File: config.mk
export PLATFORM = sky130hd
export DESIGN_NAME = mul8_sequencer
export DESIGN_NICKNAME = d
export VERILOG_FILES = /design/src/rtl/mul8_sequencer.sv
export SDC_FILE = /design/constraint.sdc
export NUM_CORES = 1
export LEC_CHECK = 0
export ABC_AREA = 1
export CORE_MARGIN = 2
export CORE_UTILIZATION = 44
export DETAILED_ROUTE_END_ITERATION = 7
export GPL_TIMING_DRIVEN = 0
export HOLD_SLACK_MARGIN = 0.08
export PLACE_DENSITY = 0.76
export SETUP_SLACK_MARGIN = 0.4
export SLEW_MARGIN = 20
export SYNTH_ARGS = -nofsm -noshare
export SYNTH_HDL_FRONTEND = slang
export SYNTH_SLANG_ARGS = --single-unit
File: constraint.sdc
create_clock -name clk -period 3.85 [get_ports clk]
set_input_delay 0.385 -clock clk [delete_from_list [all_inputs] [get_ports clk]]
set_output_delay 0.385 -clock clk [all_outputs]
set_load 0.02 [all_outputs]
File: src/rtl/mul8_sequencer.sv
// mul8_sequencer: 8x8 multiply built from four 4x4 partial products taken
// from an external shared 4x4 multiplier, one nibble pair per cycle.
//
// Sequence: IDLE/DONE --accept--> LL -> LH -> HL -> HH -> DONE.
// mul_x/mul_y select the nibble pair for the current state, mul_p comes back
// combinationally and is added into a 16-bit accumulator at the step edge,
// shifted into place. product is loaded on the HH->DONE edge and held.
//
// Configuration:
//   MUL8_SIGNED_EN  - when defined, a, b and product are two's complement.
//                     Operand magnitudes are multiplied and the result is
//                     negated on the final edge when the operand signs differ.
//                     When undefined, the block is unsigned only.
//
// All outputs are registered: mul_x/mul_y/busy/done are computed from the
// next state and next operands so they line up with the state register.
// ena=0 freezes every register, including a done that is already high.

module mul8_sequencer (
  input  logic        clk,
  input  logic        rst_n,
  input  logic        ena,
  input  logic        start,
  input  logic [7:0]  a,
  input  logic [7:0]  b,
  output logic [3:0]  mul_x,
  output logic [3:0]  mul_y,
  input  logic [7:0]  mul_p,
  output logic        busy,
  output logic        done,
  output logic [15:0] product
);

  typedef enum logic [2:0] {
    IDLE = 3'd0,
    LL   = 3'd1,
    LH   = 3'd2,
    HL   = 3'd3,
    HH   = 3'd4,
    DONE = 3'd5
  } state_t;

  // Nibble pair {x, y} presented to the shared multiplier in a given state.
  function automatic logic [7:0] nib_sel(input state_t st,
                                         input logic [7:0] av,
                                         input logic [7:0] bv);
    logic [7:0] sel;
    case (st)
      LL:      sel = {av[3:0], bv[3:0]};
      LH:      sel = {av[3:0], bv[7:4]};
      HL:      sel = {av[7:4], bv[3:0]};
      HH:      sel = {av[7:4], bv[7:4]};
      default: sel = 8'h00;
    endcase
    return sel;
  endfunction

`ifdef MUL8_SIGNED_EN
  // Magnitude of an 8-bit two's complement value; -128 maps to 8'h80,
  // which is correct when the result is read as unsigned.
  function automatic logic [7:0] mag8(input logic [7:0] v);
    logic [7:0] m;
    if (v[7] == 1'b1) begin
      m = 8'h00 - v;
    end else begin
      m = v;
    end
    return m;
  endfunction
`endif

  state_t      state_r;
  state_t      state_s;
  logic [7:0]  a_r;
  logic [7:0]  b_r;
  logic [7:0]  a_s;
  logic [7:0]  b_s;
  logic [15:0] acc_r;
  logic [15:0] acc_s;
  logic [15:0] product_r;
  logic [15:0] product_s;
  logic [3:0]  mul_x_r;
  logic [3:0]  mul_y_r;
  logic        busy_r;
  logic        done_r;
  logic        accept_s;
  logic        step_s;
  logic [15:0] addend_s;
  logic [15:0] sum_s;
  logic [15:0] final_s;
  logic [7:0]  nib_s;
  logic [7:0]  a_load_s;
  logic [7:0]  b_load_s;
`ifdef MUL8_SIGNED_EN
  logic        sign_r;
  logic        sign_s;
`endif

  // Accept only while enabled and in a state that can take a new operation.
  always_comb begin
    accept_s = 1'b0;
    step_s   = 1'b0;
    if ((ena == 1'b1) && (start == 1'b1) &&
        ((state_r == IDLE) || (state_r == DONE))) begin
      accept_s = 1'b1;
    end else begin
      accept_s = 1'b0;
    end
    if ((state_r == LL) || (state_r == LH) ||
        (state_r == HL) || (state_r == HH)) begin
      step_s = 1'b1;
    end else begin
      step_s = 1'b0;
    end
  end

  // Next-state logic; ena=0 holds the current state.
  always_comb begin
    state_s = state_r;
    if (ena == 1'b1) begin
      case (state_r)
        IDLE: begin
          if (start == 1'b1) begin
            state_s = LL;
          end else begin
            state_s = IDLE;
          end
        end
        LL:   state_s = LH;
        LH:   state_s = HL;
        HL:   state_s = HH;
        HH:   state_s = DONE;
        DONE: begin
          if (start == 1'b1) begin
            state_s = LL;
          end else begin
            state_s = IDLE;
          end
        end
        default: state_s = IDLE;
      endcase
    end else begin
      state_s = state_r;
    end
  end

  // Operand values stored on accept (magnitudes in the signed build).
  always_comb begin
`ifdef MUL8_SIGNED_EN
    a_load_s = mag8(a);
    b_load_s = mag8(b);
`else
    a_load_s = a;
    b_load_s = b;
`endif
  end

  // Operand latches: loaded on accept, otherwise held (start ignored mid-op).
  always_comb begin
    a_s = a_r;
    b_s = b_r;
    if (accept_s == 1'b1) begin
      a_s = a_load_s;
      b_s = b_load_s;
    end else begin
      a_s = a_r;
      b_s = b_r;
    end
  end

`ifdef MUL8_SIGNED_EN
  // Result sign captured alongside the operands.
  always_comb begin
    sign_s = sign_r;
    if (accept_s == 1'b1) begin
      sign_s = a[7] ^ b[7];
    end else begin
      sign_s = sign_r;
    end
  end
`endif

  // Partial product aligned to its nibble weight, and the running sum.
  always_comb begin
    addend_s = 16'h0000;
    case (state_r)
      LL:      addend_s = {8'h00, mul_p};
      LH:      addend_s = {4'h0, mul_p, 4'h0};
      HL:      addend_s = {4'h0, mul_p, 4'h0};
      HH:      addend_s = {mul_p, 8'h00};
      default: addend_s = 16'h0000;
    endcase
    sum_s = acc_r + addend_s;
  end

  // Final result, negated in the signed build when the operand signs differ.
  always_comb begin
    final_s = sum_s;
`ifdef MUL8_SIGNED_EN
    if (sign_r == 1'b1) begin
      final_s = 16'h0000 - sum_s;
    end else begin
      final_s = sum_s;
    end
`endif
  end

  // Accumulator and product register updates, gated by ena.
  always_comb begin
    acc_s     = acc_r;
    product_s = product_r;
    if (ena == 1'b1) begin
      if (accept_s == 1'b1) begin
        acc_s = 16'h0000;
      end else if (step_s == 1'b1) begin
        acc_s = sum_s;
      end else begin
        acc_s = acc_r;
      end
      if (state_r == HH) begin
        product_s = final_s;
      end else begin
        product_s = product_r;
      end
    end else begin
      acc_s     = acc_r;
      product_s = product_r;
    end
  end

  // Nibble pair for the state being entered, from the operands being stored.
  always_comb begin
    nib_s = nib_sel(state_s, a_s, b_s);
  end

  // State, datapath and registered outputs.
  always_ff @(posedge clk or negedge rst_n) begin
    if (!rst_n) begin
      state_r   <= IDLE;
      a_r       <= 8'h00;
      b_r       <= 8'h00;
      acc_r     <= 16'h0000;
      product_r <= 16'h0000;
      mul_x_r   <= 4'h0;
      mul_y_r   <= 4'h0;
      busy_r    <= 1'b0;
      done_r    <= 1'b0;
    end else begin
      state_r   <= state_s;
      a_r       <= a_s;
      b_r       <= b_s;
      acc_r     <= acc_s;
      product_r <= product_s;
      mul_x_r   <= nib_s[7:4];
      mul_y_r   <= nib_s[3:0];
      busy_r    <= (state_s == LL) || (state_s == LH) ||
                   (state_s == HL) || (state_s == HH);
      done_r    <= (state_s == DONE);
    end
  end

`ifdef MUL8_SIGNED_EN
  // Result sign register.
  always_ff @(posedge clk or negedge rst_n) begin
    if (!rst_n) begin
      sign_r <= 1'b0;
    end else begin
      sign_r <= sign_s;
    end
  end
`endif

  assign mul_x   = mul_x_r;
  assign mul_y   = mul_y_r;
  assign busy    = busy_r;
  assign done    = done_r;
  assign product = product_r;

endmodule

==> impl_metrics.json <==
{
  "required_ns": 4.08,
  "vdd_drop_max_mv": 0.332,
  "wl_per_cell_um": 13.7,
  "maxCapViolCount": 0,
  "synth_fa_ha_area_share_pct": 6.08,
  "leakagePower_nw": 2.30,
  "die_h_um": 92.1,
  "wl_um": 8470,
  "arrival_ns": 2.64,
  "num_vias": 3108,
  "setup_tns_ns": 0,
  "antenna_found_initial": 0,
  "overflow": 0,
  "viasPerCell": 5.01,
  "relSlewSlack_pct": 78.8,
  "synth_area_leaders": "dfrtp_1, nand2_1, nand3_1",
  "area_delta_synth_final_pct": 24.9,
  "clockRootBuffer": "clkbuf_8",
  "grt_pass1_wl_um": 14300,
  "synthesis.area_um2": 3420,
  "postRouteAntennaNets": 0,
  "start_util_pct": 44.9,
  "drc": 0,
  "fp-row-count": 32,
  "grt_util_all_layers_pct": 21.7,
  "grt_setup_unrepaired": "no",
  "cp_max_fo": 9,
  "hpwl_um": 6420,
  "cts.path.max_buffers": 2,
  "clock_latency_ns": 0.34,
  "die_x_um": 92.1,
  "min_period_ns": 2.41,
  "finalHoldViolations": 0,
  "drive_gt1_share_pct": 7.92,
  "postSynthNetCount": 493,
  "yosys_warnings": 0,
  "cts_setup_buffers": 0,
  "tritoncts": "done",
  "hold_class": "input port to flip-flop",
  "avgSynthCellArea_um2": 7.61,
  "synth_cells": 449,
  "cts_buffers": 9,
  "io_pins": 54,
  "worstMarginPinSlew_ns": 0.318,
  "crit_type": "flip-flop to flip-flop",
  "synth_compound_area_share_pct": 6.26,
  "finalPower_w": 0.00313,
  "yosysTopAreaCellShare_pct": 44.7,
  "yosys.area_share.simple_pct": 34.6,
  "synth_mux_area_share_pct": 0,
  "status": "finished clean",
  "first_global_vias": 3147,
  "path_clk_slew_ns": 0.07,
  "first_pass_iters": 4,
  "fin_nets": 558,
  "drtIter0Drc": 124,
  "core_um2": 7610,
  "grt_start_max_net_pins": 49,
  "ys_ff_latch": 61,
  "synth_xor_xnor_area_share_pct": 1.79,
  "cp-start-kind": "flip-flop",
  "synth_top_family_by_area": "simple AND/OR/NAND/NOR gates",
  "period_share_pct": 62.6,
  "place_congestion": 0.871,
  "cts_resized": 0,
  "antenna_cells": 0,
  "finalMaxSlewViolations": 0,
  "io_buffers": 52,
  "synth_largest_area_cell": "dfrtp_1",
  "clock-sinks": 61,
  "max_freq_mhz": 415,
  "cts_max_level": 3,
  "dieArea_um2": 8490,
  "p_per_area_nw_per_um2": 734,
  "ys_types": 31,
  "finClkSkew_ns": 0.00542,
  "yosysSeqAreaShare_pct": 44.7,
  "cp-end-kind": "flip-flop",
  "setup_viol_count_final": 0
}
## cell type report
type | instances | area (µm²)
tap | 102 | 128
clock inverter | 4 | 25.0
sequential | 61 | 1530
buffer | 10 | 76.3
multi-input combinational | 338 | 1670
inverter | 40 | 150
clock buffer | 11 | 141
fill | 729 | 3340
timing repair buffer | 54 | 556
## path summary, 6_finish.rpt
path / startpoint / endpoint / slack, ns / cells past startpoint
worst min-delay path: ena / state_r[1]$_DFF_PN0_ / 0.37 / 3
worst max register to register: state_r[1]$_DFF_PN0_ / product[14]$_DFFE_PN0P_ / 1.44 / 13
worst max-delay path: state_r[1]$_DFF_PN0_ / product[14]$_DFFE_PN0P_ / 1.44 / 13
worst min register to register: b_r[0]$_DFF_PN0_ / b_r[0]$_DFF_PN0_ / 0.47 / 2
min in group asynchronous: rst_n / product[5]$_DFFE_PN0P_ / 0.44 / 2
max in group asynchronous: rst_n / product[14]$_DFFE_PN0P_ / 2.91 / 3
## layout by cell type, fill, tap and decap left out, types with 2 or more instances in the layout
master	instances
nand2_1	202
dfrtp_1	61
clkdlybuf4s50_1	51
nand3_1	40
inv_1	36
nor2_1	20
ha_1	15
a21oi_1	12
clkbuf_8	10
o22ai_1	8
o21ai_0	8
nand4_1	5
buf_2	4
inv_2	4
buf_4	4
xnor2_1	4
buf_6	3
xor2_1	3
o21ai_1	3
nand3_4	2
nand2_2	2
nand3_2	2
nor3_1	2
clkinvlp_4	2
clkinv_2	2
## repair_timing
action | in CTS | in global routing
endpoints found under the setup margin | 0 | 0
hold buffers | 1 | 0
hold endpoints to repair | 13 | 0
## synthesized netlist by cell type
cell type / number
a21oi_1: 12
a21oi_2: 1
and2_1: 1
buf_2: 4
buf_4: 3
buf_6: 3
dfrtp_1: 61
fa_1: 1
ha_1: 15
inv_1: 36
inv_2: 4
nand2_1: 202
nand2_2: 2
nand3_1: 40
nand3_2: 2
nand3_4: 2
nand3b_1: 1
nand4_1: 5
nor2_1: 20
nor2_2: 1
nor2_8: 1
nor3_1: 2
o21a_1: 1
o21ai_0: 8
o21ai_1: 3
o21ai_2: 1
o21ai_4: 1
o21bai_1: 1
o22ai_1: 8
xnor2_1: 4
xor2_1: 3
## kinds of logic (layout without fill, tap and decap cells)
| family | after synthesis | after routing |
|---|---|---|
| adders and majority gates | 16 | 16 |
| and+or+nand+nor | 279 | 279 |
| xor gates and xnor gates | 7 | 7 |
| DFF | 61 | 61 |
| buffers and inverters | 50 | 119 |
| AOI/OAI and AO/OA | 36 | 36 |
## where the power goes
part	internal (W)	switching [W]	leakage [nW]
clock network	0.000245	0.000253	0.0812
registers	0.000894	0.000123	0.796
logic	0.000613	0.00100	1.42
total	0.00175	0.00138	2.30
## routing by layer
layer,GRT usage (%),part of all wire [%],vias up
met4,8.96,2.2,0
met5,0,0,-
met3,4.60,5.7,17
met1,26.7,45,1444
met2,36.9,47,89
li1,-,-,1558
## worst max-delay path, stage by stage (launching register included)
cell and delay [ns]:
dfrtp_1 0.47, inv_2 0.08, nand3_2 0.19, nor2_1 0.08, ha_1 0.21, fa_1 0.44
nand3_1 0.10, nand2_1 0.11, nand2_1 0.08, nand2_1 0.11, nand2_1 0.15, nand3_1 0.11
nand3_1 0.11, nand2_1 0.05
## metrics by stage
stage          utilization, %  setup slack, ns  instances  hold slack (ns)  cell area [µm²]
2_1_floorplan               -             1.81        449           0.0894             3420
3_3_place_gp             53.5            0.476        603            0.451             4070
3_5_place_dp             53.8             1.29        604            0.262             4090
4_1_cts                  56.1             1.48        620            0.357             4270
5_1_grt                  56.1             1.14        620            0.391             4270
6_report                 56.1             1.44        620            0.370             4270
## state kept, by name (all words and copies together) (netlist names)
name / flops
a_r: 8
acc_r: 16
b_r: 8
busy: 1
done: 1
mul_x: 4
mul_y: 4
product: 16
state_r: 3
Power figures use the tool's default switching activity.
